===== src/rtl/dual_mult_pkg.sv =====
// Shared constants and operand-extension helper for the dual 18x18 multiplier.
package dual_mult_pkg;

  localparam int LAT_MIN    = 2;
  localparam int LAT_MAX    = 4;
  localparam int OPND_MAX_W = 18;
  localparam int PROD_W     = 38;

  // Widen a w-bit operand (right-justified in v) to 19 bits, sign- or zero-extending.
  function automatic logic signed [18:0] ext19(input logic [OPND_MAX_W-1:0] v,
                                               input int w, input bit sgn);
    logic [18:0] z;
    logic [18:0] mask;
    logic        s;
    z    = {1'b0, v};
    mask = ~(19'h7FFFF << w);
    s    = sgn && (((z >> (w - 1)) & 19'd1) != 19'd0);
    return s ? (z | ~mask) : (z & mask);
  endfunction

endpackage


===== src/rtl/dual_mult_18x18_if.sv =====
// Operand/result bundle for dual_mult_18x18; clock and reset stay plain ports.
interface dual_mult_18x18_if #(
  parameter int AX_WIDTH       = 18,
  parameter int AY_WIDTH       = 18,
  parameter int BX_WIDTH       = 18,
  parameter int BY_WIDTH       = 18,
  parameter int RESULT_A_WIDTH = 36,
  parameter int RESULT_B_WIDTH = 36
) ();
  logic                      ena;
  logic [AX_WIDTH-1:0]       ax;
  logic [AY_WIDTH-1:0]       ay;
  logic [BX_WIDTH-1:0]       bx;
  logic [BY_WIDTH-1:0]       by;
  logic [RESULT_A_WIDTH-1:0] resulta;
  logic [RESULT_B_WIDTH-1:0] resultb;

  modport master (output ena, ax, ay, bx, by, input  resulta, resultb);
  modport slave  (input  ena, ax, ay, bx, by, output resulta, resultb);
endinterface


===== src/rtl/dual_mult_18x18_mult_lane.sv =====
// One multiplier lane: S0 input reg, optional S1/S2 pipeline regs, S3 output reg.
module mult_lane
  import dual_mult_pkg::*;
#(
  parameter int XW      = 18,
  parameter int YW      = 18,
  parameter int RW      = 36,
  parameter bit SX      = 1'b1,
  parameter bit SY      = 1'b1,
  parameter int LATENCY = 4
) (
  input  logic          clk,
  input  logic          clr_n,
  input  logic          ena,
  input  logic [XW-1:0] x,
  input  logic [YW-1:0] y,
  output logic [RW-1:0] result
);

  logic signed [18:0]       x0, y0, x1, y1;
  logic signed [PROD_W-1:0] prod, prod2;

  // Operands are widened on capture so the multiplier always sees 19-bit signed values.
  always_ff @(posedge clk or negedge clr_n)
    if (!clr_n) begin
      x0 <= '0;
      y0 <= '0;
    end else if (ena) begin
      x0 <= ext19(OPND_MAX_W'(x), XW, SX);
      y0 <= ext19(OPND_MAX_W'(y), YW, SY);
    end

  generate
    if (LATENCY >= 3) begin : g_s1
      always_ff @(posedge clk or negedge clr_n)
        if (!clr_n) begin
          x1 <= '0;
          y1 <= '0;
        end else if (ena) begin
          x1 <= x0;
          y1 <= y0;
        end
    end else begin : g_no_s1
      assign x1 = x0;
      assign y1 = y0;
    end
  endgenerate

  assign prod = x1 * y1;

  generate
    if (LATENCY == 4) begin : g_s2
      always_ff @(posedge clk or negedge clr_n)
        if (!clr_n)   prod2 <= '0;
        else if (ena) prod2 <= prod;
    end else begin : g_no_s2
      assign prod2 = prod;
    end
  endgenerate

  // Signed cast truncates narrow results and sign-extends wide ones.
  always_ff @(posedge clk or negedge clr_n)
    if (!clr_n)   result <= '0;
    else if (ena) result <= RW'(prod2);

endmodule


===== src/rtl/dual_mult_18x18.sv =====
// Two independent fixed-latency 18x18 multiplier lanes (DSP "two 18x18 full" mode).
module dual_mult_18x18
  import dual_mult_pkg::*;
#(
  parameter int LATENCY        = 4,
  parameter int AX_WIDTH       = 18,
  parameter int AY_WIDTH       = 18,
  parameter int BX_WIDTH       = 18,
  parameter int BY_WIDTH       = 18,
  parameter int RESULT_A_WIDTH = 36,
  parameter int RESULT_B_WIDTH = 36,
  parameter bit SIGNED_X       = 1'b1,
  parameter bit SIGNED_Y       = 1'b1
) (
  input logic              clk,
  input logic              clr_n,
  dual_mult_18x18_if.slave bus
);

  generate
    if (LATENCY < LAT_MIN || LATENCY > LAT_MAX) begin : g_bad_lat
      $fatal(1, "dual_mult_18x18: LATENCY %0d outside %0d..%0d", LATENCY, LAT_MIN, LAT_MAX);
    end
    if (AX_WIDTH < 1 || AX_WIDTH > OPND_MAX_W || AY_WIDTH < 1 || AY_WIDTH > OPND_MAX_W ||
        BX_WIDTH < 1 || BX_WIDTH > OPND_MAX_W || BY_WIDTH < 1 || BY_WIDTH > OPND_MAX_W) begin : g_bad_w
      $fatal(1, "dual_mult_18x18: operand width outside 1..%0d", OPND_MAX_W);
    end
    if (RESULT_A_WIDTH < 1 || RESULT_A_WIDTH > 64 ||
        RESULT_B_WIDTH < 1 || RESULT_B_WIDTH > 64) begin : g_bad_rw
      $fatal(1, "dual_mult_18x18: result width outside 1..64");
    end
  endgenerate

  mult_lane #(
    .XW(AX_WIDTH), .YW(AY_WIDTH), .RW(RESULT_A_WIDTH),
    .SX(SIGNED_X), .SY(SIGNED_Y), .LATENCY(LATENCY)
  ) u_lane_a (
    .clk, .clr_n, .ena(bus.ena), .x(bus.ax), .y(bus.ay), .result(bus.resulta)
  );

  mult_lane #(
    .XW(BX_WIDTH), .YW(BY_WIDTH), .RW(RESULT_B_WIDTH),
    .SX(SIGNED_X), .SY(SIGNED_Y), .LATENCY(LATENCY)
  ) u_lane_b (
    .clk, .clr_n, .ena(bus.ena), .x(bus.bx), .y(bus.by), .result(bus.resultb)
  );

endmodule


===== src/flat_wrapper.sv =====
// flat-port wrapper written by rule: the top's interface ports become plain ports
module dual_mult_18x18_flat import dual_mult_pkg::*;
#(
  parameter int LATENCY        = 4,
  parameter int AX_WIDTH       = 18,
  parameter int AY_WIDTH       = 18,
  parameter int BX_WIDTH       = 18,
  parameter int BY_WIDTH       = 18,
  parameter int RESULT_A_WIDTH = 36,
  parameter int RESULT_B_WIDTH = 36,
  parameter bit SIGNED_X       = 1'b1,
  parameter bit SIGNED_Y       = 1'b1
)
  (clk, clr_n, bus_ena, bus_ax, bus_ay, bus_bx, bus_by, bus_resulta, bus_resultb);
  dual_mult_18x18_if #(.AX_WIDTH(AX_WIDTH), .AY_WIDTH(AY_WIDTH), .BX_WIDTH(BX_WIDTH), .BY_WIDTH(BY_WIDTH), .RESULT_A_WIDTH(RESULT_A_WIDTH), .RESULT_B_WIDTH(RESULT_B_WIDTH)) bus_i ();
  input logic clk;
  input logic clr_n;
  input wire logic [$bits(bus_i.ena)-1:0] bus_ena;
  input wire logic [$bits(bus_i.ax)-1:0] bus_ax;
  input wire logic [$bits(bus_i.ay)-1:0] bus_ay;
  input wire logic [$bits(bus_i.bx)-1:0] bus_bx;
  input wire logic [$bits(bus_i.by)-1:0] bus_by;
  output wire logic [$bits(bus_i.resulta)-1:0] bus_resulta;
  output wire logic [$bits(bus_i.resultb)-1:0] bus_resultb;
  assign bus_i.ena = bus_ena;
  assign bus_i.ax = bus_ax;
  assign bus_i.ay = bus_ay;
  assign bus_i.bx = bus_bx;
  assign bus_i.by = bus_by;
  assign bus_resulta = bus_i.resulta;
  assign bus_resultb = bus_i.resultb;
  dual_mult_18x18 #(.LATENCY(LATENCY), .AX_WIDTH(AX_WIDTH), .AY_WIDTH(AY_WIDTH), .BX_WIDTH(BX_WIDTH), .BY_WIDTH(BY_WIDTH), .RESULT_A_WIDTH(RESULT_A_WIDTH), .RESULT_B_WIDTH(RESULT_B_WIDTH), .SIGNED_X(SIGNED_X), .SIGNED_Y(SIGNED_Y)) u_core (.clk(clk), .clr_n(clr_n), .bus(bus_i));
endmodule

===== config.mk =====
export PLATFORM = sky130hd
export DESIGN_NAME = dual_mult_18x18_flat
export DESIGN_NICKNAME = d
export VERILOG_FILES = /design/src/rtl/dual_mult_pkg.sv /design/src/rtl/dual_mult_18x18_if.sv /design/src/rtl/dual_mult_18x18_mult_lane.sv /design/src/rtl/dual_mult_18x18.sv /design/src/flat_wrapper.sv
export SDC_FILE = /design/constraint.sdc
export NUM_CORES = 2
export LEC_CHECK = 0
export BUFFER_PORTS_ARGS = -buffer_cell sky130_fd_sc_hd__buf_2
export CORE_MARGIN = 2
export CORE_UTILIZATION = 55
export DETAILED_ROUTE_END_ITERATION = 10
export PLACE_DENSITY = 0.72
export RECOVER_POWER = 25
export SLEW_MARGIN = 20
export SYNTH_ARGS = -nofsm -noshare
export SYNTH_HDL_FRONTEND = slang
export SYNTH_SLANG_ARGS = --single-unit

===== constraint.sdc =====
create_clock -name clk -period 16.63 [get_ports clk]
set_input_delay 1.663 -clock clk [delete_from_list [all_inputs] [get_ports clk]]
set_output_delay 1.663 -clock clk [all_outputs]
set_load 0.05 [all_outputs]

==> results.json <==
{
  "numCtsBuffers": 36,
  "cts_setup_buffers": 0,
  "skew_ns": 0.0405,
  "synth_seq_cells": 288,
  "worstPathMaxFanout": 85,
  "start_util": 0.557,
  "hpwl_mm": 62.9,
  "drive_gt1_frac": 0.144,
  "grt_max_degree": 86,
  "port-buffer-count": 146,
  "syn-num-nets": 4364,
  "h-tree-depth": 2,
  "synth_top_area_share": 0.385,
  "worst_slack_ns": 9.17,
  "async_reset_ff_frac": 1.00,
  "grt_pass1_wl_mm": 137,
  "min-delay-start": "u_core.u_lane_b.prod2[9]",
  "clock_path_buffers": 3,
  "tns_ns": 0,
  "diodes": 0,
  "cts_root_buf": "clkbuf_16",
  "rsz0062_at_grt": "false",
  "synthTopCellsByArea": "fa_1 (39%), dfrtp_1 (20%), mux2_2 (8.2%), ha_1 (7.5%), inv_1 (7.1%)",
  "synthSimpleGateAreaFrac": 0.115,
  "rrSetupSlack_ns": 9.25,
  "critPathBufInv": 2,
  "drv_slew": 226,
  "yosysSeqAreaShare": 0.200,
  "ctsResizeCount": 0,
  "r2r-end": "u_core.u_lane_a.prod2[33]",
  "drc": 0,
  "path_class": "primary input to asynchronous set/reset pin",
  "synth-adder-area-share": 0.460,
  "firstDrtPassIters": 5,
  "timing.reg2reg.worst_path_depth": 17,
  "synth_top_family_by_area": "adder cells",
  "core_mm2": 0.0646,
  "worst_pin_slew_ns": 4.52,
  "cts_tree": "done",
  "routabilityCongestion": 0.923,
  "hp-class": "flip-flop to flip-flop",
  "fin_nets": 4397,
  "viasPerCell": 5.35,
  "antenna_found_initial": 1,
  "hold_buffers": 0,
  "syn-cell-area_mm2": 0.0360,
  "outcome": "complete, but fails checks",
  "min_path_cells": 1,
  "grt_pass1_vias": 24817,
  "synth.distinct_cells": 54,
  "yosys-mux-area-fraction": 0.0829,
  "grt-ovfl-total": 0,
  "r2r_start": "u_core.u_lane_a.y1[1]",
  "route.antenna.remaining_nets": 0,
  "place_ws_ns": 9.24,
  "crit_arrival_ns": 7.39,
  "cp-end-kind": "asynchronous set/reset pin",
  "critical-path-top-delay-family": "buffers and inverters",
  "placed_cell_area_mm2": 0.0373,
  "grt_use_total": 0.259,
  "crit_path_frequent_cell": "clkbuf_1",
  "finalCritPeriodShare": 0.449,
  "die_w_um": 260,
  "max_stage_delay_ns": 3.10,
  "io-pin-count": 147,
  "fmax_mhz": 134,
  "cts.sinks": 288,
  "synth-xor-area-share": 0.0189,
  "wl_mm": 81.5,
  "setup_viol": 0,
  "area_growth_pct": 6.98,
  "synth-edff-count": 0,
  "drtIter0Drc": 1399,
  "clk_pin_slew_ns": 0.06,
  "routedWlPerCell_um": 19.0,
  "whs_ns": 0.490,
  "crit_chain": "clkbuf_1, clkbuf_1",
  "hold_end": "u_core.u_lane_b.prod2[9]",
  "finalInstanceArea_mm2": 0.0385,
  "synth_warnings": 0,
  "dieHeight_um": 260,
  "synth_area_leader_cell": "fa_1",
  "cp_slowest_cell": "clkbuf_1",
  "via_count": 22994,
  "syn_inst": 3381,
  "rows": 93,
  "relSlewSlack": -2.01,
  "fp.dieArea_mm2": 0.0674,
  "maxCapViolations": 3,
  "start_kind": "primary input",
  "synth_flop_cell": "dfrtp_1",
  "worstPathRequired_ns": 16.56,
  "finalCriticalPeriod_ns": 7.46,
  "clk_latency_ns": 0.59,
  "hold_viol_final": 0,
  "violations": "capacitance limit, slew limit",
  "synth_compound_area_frac": 0.0336,
  "syn_avg_cell_area_um2": 10.6
}
layout make-up:
type	count	area [um^2]
clock buffer	44	951
clock inverter	21	256
fill	5366	26100
inverter	683	2560
multi-input combinational	2239	25500
sequential	288	7210
tap	855	1070
timing repair buffer	166	875
synth_stat cells, types with 3 or more instances:
library cell  count
fa_1            692
inv_1           683
nor3_1           14
a31o_2            4
a211oi_1         10
a211o_1           4
buf_1             4
a21o_1           22
o311ai_0          3
mux2_2          263
nand2_1         331
nand4_1          12
xnor2_1          62
xor2_1           13
ha_1            216
o221ai_1          3
a21oi_1          57
dfrtp_1         288
a41oi_1           3
o21bai_1          9
and3_1            3
or2_2             4
clkbuf_1        167
nand3_1          18
o211ai_1          3
nor2_1           32
nor2b_1          28
and2_1          348
o21ai_0          21
o21a_1           14
a31oi_1           5
o31ai_1           5
nand2b_1         12
kinds of logic after synthesis:
| family | after synthesis |
|---|---|
| simple gates | 809 |
| mux | 265 |
| flops | 288 |
| fa+ha+maj | 908 |
| buf+inv | 854 |
| xor+xnor | 76 |
| compound gates | 181 |
per-stage QoR:
step | utilization | instances
3_3_place_gp | 0.577 | 4231
6_report | 0.596 | 4296
5_1_grt | 0.596 | 4296
4_1_cts | 0.596 | 4296
2_1_floorplan | - | 3381
3_5_place_dp | 0.577 | 4231
layout by cell type (no fill, tap or decap), types with 3 or more instances in the layout:
cell type	instances
clkbuf_1	9
and3_1	3
o221ai_1	3
fa_1	692
o211ai_1	3
nor3_1	14
o311ai_0	3
a31oi_1	5
xnor2_1	62
inv_6	3
clkinvlp_4	5
o21ai_0	21
inv_1	683
nand2_1	331
clkinv_2	5
clkbuf_16	36
buf_2	144
nor2b_1	28
or2_2	4
dfrtp_1	288
a211oi_1	10
a41oi_1	3
mux2_2	263
a31o_2	4
a211o_1	4
o21a_1	14
a21o_1	22
a21oi_1	57
nand4_1	12
ha_1	216
o31ai_1	5
xor2_1	13
nand3_1	18
nor2_1	32
buf_4	19
nand2b_1	12
o21bai_1	9
and2_1	348
layer usage:
metal  routed length (um)  GRT usage  vias to the layer above
met5                    0          0                        -
met2                37200      0.400                      712
met1                36700      0.386                    11877
li1                     -          -                    10286
met3                 5930     0.0494                      119
met4                 1650     0.0544                        0
flip-flops by register name, indices dropped and copies added, names as in the netlist:
signal,count
u_core.u_lane_a.x1,18
u_core.u_lane_b.y0,18
u_core.u_lane_b.x0,18
u_core.u_lane_b.prod2,36
u_core.u_lane_a.prod2,36
u_core.u_lane_b.result,36
u_core.u_lane_a.result,36
u_core.u_lane_a.x0,18
u_core.u_lane_b.y1,18
u_core.u_lane_a.y1,18
u_core.u_lane_a.y0,18
u_core.u_lane_b.x1,18
worst max-delay path by stage:
| stage | from | end | cells after the start |
|---|---|---|---|
| floorplan | u_core.u_lane_a.x1[17] | u_core.u_lane_a.prod2[33] | 20 |
| global placement | u_core.u_lane_a.y1[1] | u_core.u_lane_a.prod2[33] | 17 |
| detailed placement | u_core.u_lane_a.y1[1] | u_core.u_lane_a.prod2[33] | 17 |
| CTS | u_core.u_lane_a.y1[1] | u_core.u_lane_a.prod2[33] | 17 |
| global route | clr_n | u_core.u_lane_a.prod2[7] | 2 |
| finish | clr_n | u_core.u_lane_a.prod2[7] | 2 |
Power is not shown: default switching activity piles up to over one toggle a cycle in this logic, so the estimate is an artifact.
